File: config.mk
export PLATFORM = sky130hd
export DESIGN_NAME = wb_unit
export DESIGN_NICKNAME = d
export VERILOG_FILES = /design/src/rtl/wb_unit.sv
export SDC_FILE = /design/constraint.sdc
export NUM_CORES = 1
export LEC_CHECK = 0
export ABC_AREA = 1
export CAP_MARGIN = 20
export CORE_MARGIN = 2
export CORE_UTILIZATION = 41
export CTS_BUF_LIST = sky130_fd_sc_hd__clkbuf_8
export DETAILED_ROUTE_END_ITERATION = 7
export PLACE_DENSITY = 0.8
export SYNTH_ARGS = -nofsm -noshare
export SYNTH_HDL_FRONTEND = slang
export SYNTH_SLANG_ARGS = --single-unit
export TNS_END_PERCENT = 30
File: constraint.sdc
create_clock -name clk -period 1.4 [get_ports clk]
set_clock_uncertainty 0.1 [all_clocks]
set_input_delay 0.28 -clock clk [delete_from_list [all_inputs] [get_ports clk]]
set_output_delay 0.28 -clock clk [all_outputs]
set_load 0.1 [all_outputs]
File: src/rtl/wb_unit.sv
// wb_unit -- writeback stage between execute/LSU and the GPR file.
//
// Accepts one retiring instruction per valid/ready handshake, picks the ALU,
// CSR or load result, extends/aligns load data and drives a single registered
// write strobe/address/data into the register file. Loads park the unit in
// WAIT_LOAD (front end stalled) until the LSU response arrives or a bounded
// timeout expires, in which case a one-cycle error pulse is raised instead.
//
// Ports
//   clk, rst_n                 clock, synchronous active-low reset
//   ex_wb_valid/ready          execute handshake (ready decoded from state)
//   ex_wb_typ                  00 ALU, 01 load, 10 CSR read, 11 no writeback
//   ex_wb_rd_addr              destination register
//   ex_wb_alu_data/csr_rdata   candidate result values
//   ex_wb_funct3/byte_off      load size/sign and address bits [1:0]
//   lsu_wb_valid/rdata         one-cycle load response, raw 32-bit word
//   wb_gpr_write_en/addr/wdata registered register-file write port
//   wb_ifu_stall               high while a load is outstanding
//   wb_load_pending_addr       rd of outstanding load, else 0
//   wb_load_err                one-cycle pulse on load timeout
module wb_unit #(
    parameter int DATA_WIDTH  = 32,
    parameter int ADDR_WIDTH  = 5,
    parameter int LSU_TIMEOUT = 255
) (
    input  logic                  clk,
    input  logic                  rst_n,
    input  logic                  ex_wb_valid,
    output logic                  ex_wb_ready,
    input  logic [1:0]            ex_wb_typ,
    input  logic [ADDR_WIDTH-1:0] ex_wb_rd_addr,
    input  logic [DATA_WIDTH-1:0] ex_wb_alu_data,
    input  logic [DATA_WIDTH-1:0] ex_wb_csr_rdata,
    input  logic [2:0]            ex_wb_funct3,
    input  logic [1:0]            ex_wb_byte_off,
    input  logic                  lsu_wb_valid,
    input  logic [DATA_WIDTH-1:0] lsu_wb_rdata,
    output logic                  wb_gpr_write_en,
    output logic [ADDR_WIDTH-1:0] wb_gpr_write_addr,
    output logic [DATA_WIDTH-1:0] wb_gpr_wdata,
    output logic                  wb_ifu_stall,
    output logic [ADDR_WIDTH-1:0] wb_load_pending_addr,
    output logic                  wb_load_err
);

    localparam int            CW       = $clog2(LSU_TIMEOUT + 1);
    localparam logic [CW-1:0] CNT_LAST = CW'(LSU_TIMEOUT - 1);

    localparam logic [1:0] TYP_ALU  = 2'b00;
    localparam logic [1:0] TYP_LOAD = 2'b01;
    localparam logic [1:0] TYP_CSR  = 2'b10;

    typedef enum logic {
        IDLE      = 1'b0,
        WAIT_LOAD = 1'b1
    } state_e;

    state_e                  state_q, state_d;
    // Cleared by reset, set on the first edge out of reset: keeps ready low
    // while reset is held without a combinational path from rst_n.
    logic                    run_q;
    logic [CW-1:0]           cnt_q, cnt_d;
    logic [ADDR_WIDTH-1:0]   ld_rd_q, ld_rd_d;
    logic [2:0]              ld_f3_q, ld_f3_d;
    logic [1:0]              ld_off_q, ld_off_d;
    logic                    we_q, we_d;
    logic [ADDR_WIDTH-1:0]   waddr_q, waddr_d;
    logic [DATA_WIDTH-1:0]   wdata_q, wdata_d;
    logic                    err_q, err_d;

    logic [7:0]              ld_byte;
    logic [15:0]             ld_half;
    logic [DATA_WIDTH-1:0]   ld_ext;

    // ------------------------------------------------------------------
    // Load data extraction from the raw word using the captured size/offset
    // ------------------------------------------------------------------
    always_comb begin
        ld_byte = lsu_wb_rdata[{ld_off_q, 3'b000} +: 8];
        ld_half = ld_off_q[1] ? lsu_wb_rdata[31:16] : lsu_wb_rdata[15:0];
        case (ld_f3_q)
            3'b000:  ld_ext = {{(DATA_WIDTH-8){ld_byte[7]}}, ld_byte};
            3'b001:  ld_ext = {{(DATA_WIDTH-16){ld_half[15]}}, ld_half};
            3'b100:  ld_ext = {{(DATA_WIDTH-8){1'b0}}, ld_byte};
            3'b101:  ld_ext = {{(DATA_WIDTH-16){1'b0}}, ld_half};
            default: ld_ext = lsu_wb_rdata;  // LW and unused encodings
        endcase
    end

    // ------------------------------------------------------------------
    // Next-state and datapath
    // ------------------------------------------------------------------
    always_comb begin
        state_d  = state_q;
        cnt_d    = cnt_q;
        ld_rd_d  = ld_rd_q;
        ld_f3_d  = ld_f3_q;
        ld_off_d = ld_off_q;
        we_d     = 1'b0;
        waddr_d  = waddr_q;
        wdata_d  = wdata_q;
        err_d    = 1'b0;

        case (state_q)
            IDLE: begin
                if (ex_wb_valid && ex_wb_ready) begin
                    case (ex_wb_typ)
                        TYP_ALU, TYP_CSR: begin
                            // x0 writes are swallowed; addr/data keep last values
                            if (ex_wb_rd_addr != '0) begin
                                we_d    = 1'b1;
                                waddr_d = ex_wb_rd_addr;
                                wdata_d = (ex_wb_typ == TYP_CSR) ? ex_wb_csr_rdata
                                                                 : ex_wb_alu_data;
                            end
                        end
                        TYP_LOAD: begin
                            ld_rd_d  = ex_wb_rd_addr;
                            ld_f3_d  = ex_wb_funct3;
                            ld_off_d = ex_wb_byte_off;
                            cnt_d    = '0;
                            state_d  = WAIT_LOAD;
                        end
                        default: ;  // no writeback
                    endcase
                end
            end
            WAIT_LOAD: begin
                // A response on the expiry cycle takes priority over the timeout.
                if (lsu_wb_valid) begin
                    state_d = IDLE;
                    if (ld_rd_q != '0) begin
                        we_d    = 1'b1;
                        waddr_d = ld_rd_q;
                        wdata_d = ld_ext;
                    end
                end else if (cnt_q == CNT_LAST) begin
                    err_d   = 1'b1;
                    state_d = IDLE;
                end else begin
                    cnt_d = cnt_q + 1'b1;
                end
            end
            default: state_d = IDLE;
        endcase
    end

    // ------------------------------------------------------------------
    // State register
    // ------------------------------------------------------------------
    always_ff @(posedge clk) begin
        if (!rst_n) begin
            state_q <= IDLE;
            run_q   <= 1'b0;
        end else begin
            state_q <= state_d;
            run_q   <= 1'b1;
        end
    end

    // ------------------------------------------------------------------
    // Datapath registers
    // ------------------------------------------------------------------
    always_ff @(posedge clk) begin
        if (!rst_n) begin
            cnt_q    <= '0;
            ld_rd_q  <= '0;
            ld_f3_q  <= '0;
            ld_off_q <= '0;
            we_q     <= 1'b0;
            waddr_q  <= '0;
            wdata_q  <= '0;
            err_q    <= 1'b0;
        end else begin
            cnt_q    <= cnt_d;
            ld_rd_q  <= ld_rd_d;
            ld_f3_q  <= ld_f3_d;
            ld_off_q <= ld_off_d;
            we_q     <= we_d;
            waddr_q  <= waddr_d;
            wdata_q  <= wdata_d;
            err_q    <= err_d;
        end
    end

    assign ex_wb_ready          = (state_q == IDLE) && run_q;
    assign wb_ifu_stall         = (state_q == WAIT_LOAD);
    assign wb_load_pending_addr = (state_q == WAIT_LOAD) ? ld_rd_q : '0;
    assign wb_gpr_write_en      = we_q;
    assign wb_gpr_write_addr    = waddr_q;
    assign wb_gpr_wdata         = wdata_q;
    assign wb_load_err          = err_q;

endmodule

==> flow_summary.yaml, run 1 <==
status:
  status: "finished with violations"
  violations: "setup timing"
synth:
  ys_warn_count: 0
  syn_inst: 679
  synth.distinct_cells: 28
  synth_nets: 793
  synth_seq_cells: 59
  synth.avg_cell_area_um2: 5.711
  netlist_area_mm2: 0.003877
  ys_seq_area_share_pct: 30.46
pwr:
  p_int_mw: 3.290
  ir_worst_vdd_mv: 0.3861
  p_sw_share_pct: 34.60
  p_leak_nw: 3.177
  powerDensity_mw_per_mm2: 724.0
  p_switching_mw: 1.740
  clockPowerShare_pct: 29.7
  pwr-share-comb_pct: 34.1
  pwr-share-seq_pct: 36.1
  finalPower_mw: 5.030
global_route:
  antenna_found_initial: 0
  grt_pass1_wl_mm: 24.31
  grt_usage_pct: 30.09
  grt_max_degree: 35
  grt_overflow_total: 0
  grt_pass1_vias: 5113
run:
  drv_cap: 0
clocking:
  tritoncts: "built"
  clockBufferDepth: 2
  root_buffer: "clkbuf_8"
  insertion_delay_ns: 0.34
  cts_made_buffers: 9
  cts_sinks: 59
  clkTransAtPathRegs_ns: 0.07
  htree_levels: 3
finish:
  fill_cells: 659
  n_antenna_cell: 0
  final_layout_size_suffix_gt1_share_pct: 21.82
  area_growth_syn_to_layout_pct: 79.19
  nNetsFinal: 998
sta:
  fmaxAchievable_mhz: 619.9
  period_share_pct: 115.2
  worst_slack_ns: -0.2131
  finalHoldViolCount: 0
  setup_violations: 55
  rsz0062_at_grt: "yes"
  slew_headroom_pct: 76.30
  period_minus_slack_ns: 1.613
  maxSlewViolCount: 0
  worstMarginPinSlew_ns: 0.3542
floorplanning:
  dieArea_mm2: 0.01025
  row_count: 35
  start_util_pct: 42.16
  core_mm2: 0.009196
  die-width_um: 101.3
  io_pins: 158
  dieHeight_um: 101.3
critical_path:
  cp.arrival_ns: 1.23
  start_kind: "flip-flop"
  endpoint_kind: "output pin"
  critical_path_required_ns: 1.02
  cp_max_fo: 5
  path_class: "reg -> out"
place:
  dp_slack_ns: -0.5631
  place_congestion: 0.9143
  io_buffers: 157
  hpwl_mm: 11.13
detailed_routing:
  drc: 0
  first_pass_iters: 7
  num_vias: 5277
  wire_per_inst_um: 15.68
  wl_mm: 15.68
  via_per_inst: 5.277
  ant_nets: 0
  drtIter0Drc: 341
hold_path:
  hold_path_class: "in -> reg"
cells in the final DEF (no fill, tap or decap), drive strengths merged:
cell type / netlist / final
buf: 27 / 115
inv: 44 / 39
dlygate4sd2: 0 / 3
or2: 1 / 1
nor4: 1 / 1
clkinvlp: 0 / 6
nor3: 1 / 1
a21oi: 80 / 80
nand3: 41 / 41
nand2: 238 / 240
clkbuf: 9 / 12
clkdlybuf4s50: 0 / 107
ha: 2 / 2
dfxtp: 59 / 59
xor2: 3 / 3
nand3b: 1 / 1
dlymetal6s2s: 0 / 1
bufbuf: 0 / 1
o21ai: 40 / 40
clkinv: 2 / 6
nor2: 130 / 130
worst max-delay path: stages, from the launching register on:
cell,delay (ns)
dfxtp_4,0.37
buf_8,0.14
nand2_4,0.07
clkinvlp_4,0.12
buf_12,0.19
Yosys cell counts:
| cell type | count | area [um^2] |
|---|---|---|
| nand2_1 | 234 | 878.3 |
| nor2_1 | 126 | 473.0 |
| a21oi_1 | 78 | 390.4 |
| dfxtp_1 | 59 | 1181 |
| nand3_1 | 40 | 200.2 |
| inv_1 | 39 | 146.4 |
| o21ai_0 | 36 | 180.2 |
| buf_2 | 18 | 90.09 |
| clkbuf_1 | 9 | 33.78 |
| buf_4 | 6 | 45.04 |
| inv_2 | 5 | 18.77 |
| o21ai_1 | 4 | 20.02 |
| nand2_4 | 3 | 33.78 |
| xor2_1 | 3 | 26.28 |
| buf_1 | 2 | 7.510 |
| clkinv_1 | 2 | 7.510 |
| ha_1 | 2 | 25.02 |
| nor2_2 | 2 | 12.51 |
| nor2_4 | 2 | 22.52 |
| a21oi_2 | 1 | 8.760 |
| a21oi_4 | 1 | 16.27 |
| buf_6 | 1 | 11.26 |
| nand2_2 | 1 | 6.260 |
| nand3_4 | 1 | 17.52 |
| nand3b_1 | 1 | 7.510 |
| nor3_1 | 1 | 5.000 |
| nor4_1 | 1 | 6.260 |
| or2_2 | 1 | 6.260 |
final cells by class:
class                   count  area, um^2  share of cell area, %
well taps                 111       138.9                  1.999
flip-flops and latches     59        1190                  17.13
repair buffers            227        2699                  38.84
clock buffers              12       165.2                  2.377
repair inverters            1       7.507                 0.1080
inverters                  46       192.7                  2.773
clock inverters             4       23.77                 0.3422
multi-input cells         540        2531                  36.43
metrics by stage:
step	util [%]	area, um^2	hold slack, ns	instances	TNS (ns)
after floorplan	-	3981	0.2077	679	-7.376
after global placement	70.44	6477	0.3756	974	-22.19
after detailed placement	70.44	6477	0.3797	974	-24.83
after CTS	74.64	6864	0.3635	997	-4.177
after global routing	75.55	6948	0.3108	1000	-8.713
final	75.55	6948	0.2777	1000	-4.611
power groups by stage:
stage               logic [mW]  registers [mW]  clock network (mW)
floorplan                0.460            2.20                   0
global placement          1.60            1.85                   0
detailed placement        1.62            1.85                   0
CTS                       1.68            1.82                1.49
global route              1.81            1.82                1.58
finish                    1.72            1.82                1.49
sequential cells by signal, summed over array words and instances (netlist names), 2 cells and up:
name	cells
cnt_q	8
wb_gpr_write_addr	5
ld_rd_q	5
ld_off_q	2
ld_f3_q	3
wb_gpr_wdata	32
per-layer routing:
layer | share of wire [%] | wire length, um | vias to the layer above | track usage, %
met4 | 3.1 | 483 | 0 | 12.47
met2 | 49 | 7611 | 295 | 53.23
met3 | 9.1 | 1429 | 43 | 4.900
li1 | - | - | 2548 | -
met1 | 39 | 6157 | 2391 | 36.12
met5 | 0 | 0 | - | 0
timing repair:
action                                  4_1_cts  5_1_grt
endpoints found under the setup margin       53       64
cloned                                        3        1
pin swaps                                    17        5
hold buffers                                  0        0
setup buffers                                 4        2
gates resized for setup                      34       26
cell families after synthesis:
group	after synthesis	share of synthesized area (%)
adders and majority gates	2	0.6453
AOI/OAI and AO/OA	120	15.88
DFF	59	30.46
xor gates and xnor gates	3	0.6778
buffers and inverters	82	9.293
and+or+nand+nor	413	43.05
path summary, 6_finish.rpt:
| path | startpoint | slack, ns | cells after the start | to |
|---|---|---|---|---|
| setup / recovery | wb_ifu_stall$_SDFF_PN0_ | -0.21 | 4 | wb_load_pending_addr[3] |
| hold / removal | ex_wb_rd_addr[1] | 0.28 | 4 | ld_rd_q[1]$_SDFFE_PN0P_ |
| setup reg to reg | wb_ifu_stall$_SDFF_PN0_ | -0.14 | 10 | wb_gpr_wdata[31]$_SDFFE_PN0P_ |
| hold reg to reg | wb_gpr_wdata[23]$_SDFFE_PN0P_ | 0.39 | 2 | wb_gpr_wdata[23]$_SDFFE_PN0P_ |
Power figures use the tool's default switching activity.
==> inputs of run 2 (changes only) <==
--- a/config.mk
+++ b/config.mk
@@ -6,7 +6,7 @@
 export NUM_CORES = 1
 export LEC_CHECK = 0
 export ABC_AREA = 1
-export CAP_MARGIN = 20
+export CAP_MARGIN = 0
 export CORE_MARGIN = 2
 export CORE_UTILIZATION = 41
 export CTS_BUF_LIST = sky130_fd_sc_hd__clkbuf_8
==> results of run 2 <==
Same layout as run 1: the final DEF is identical, and so are final timing and power.
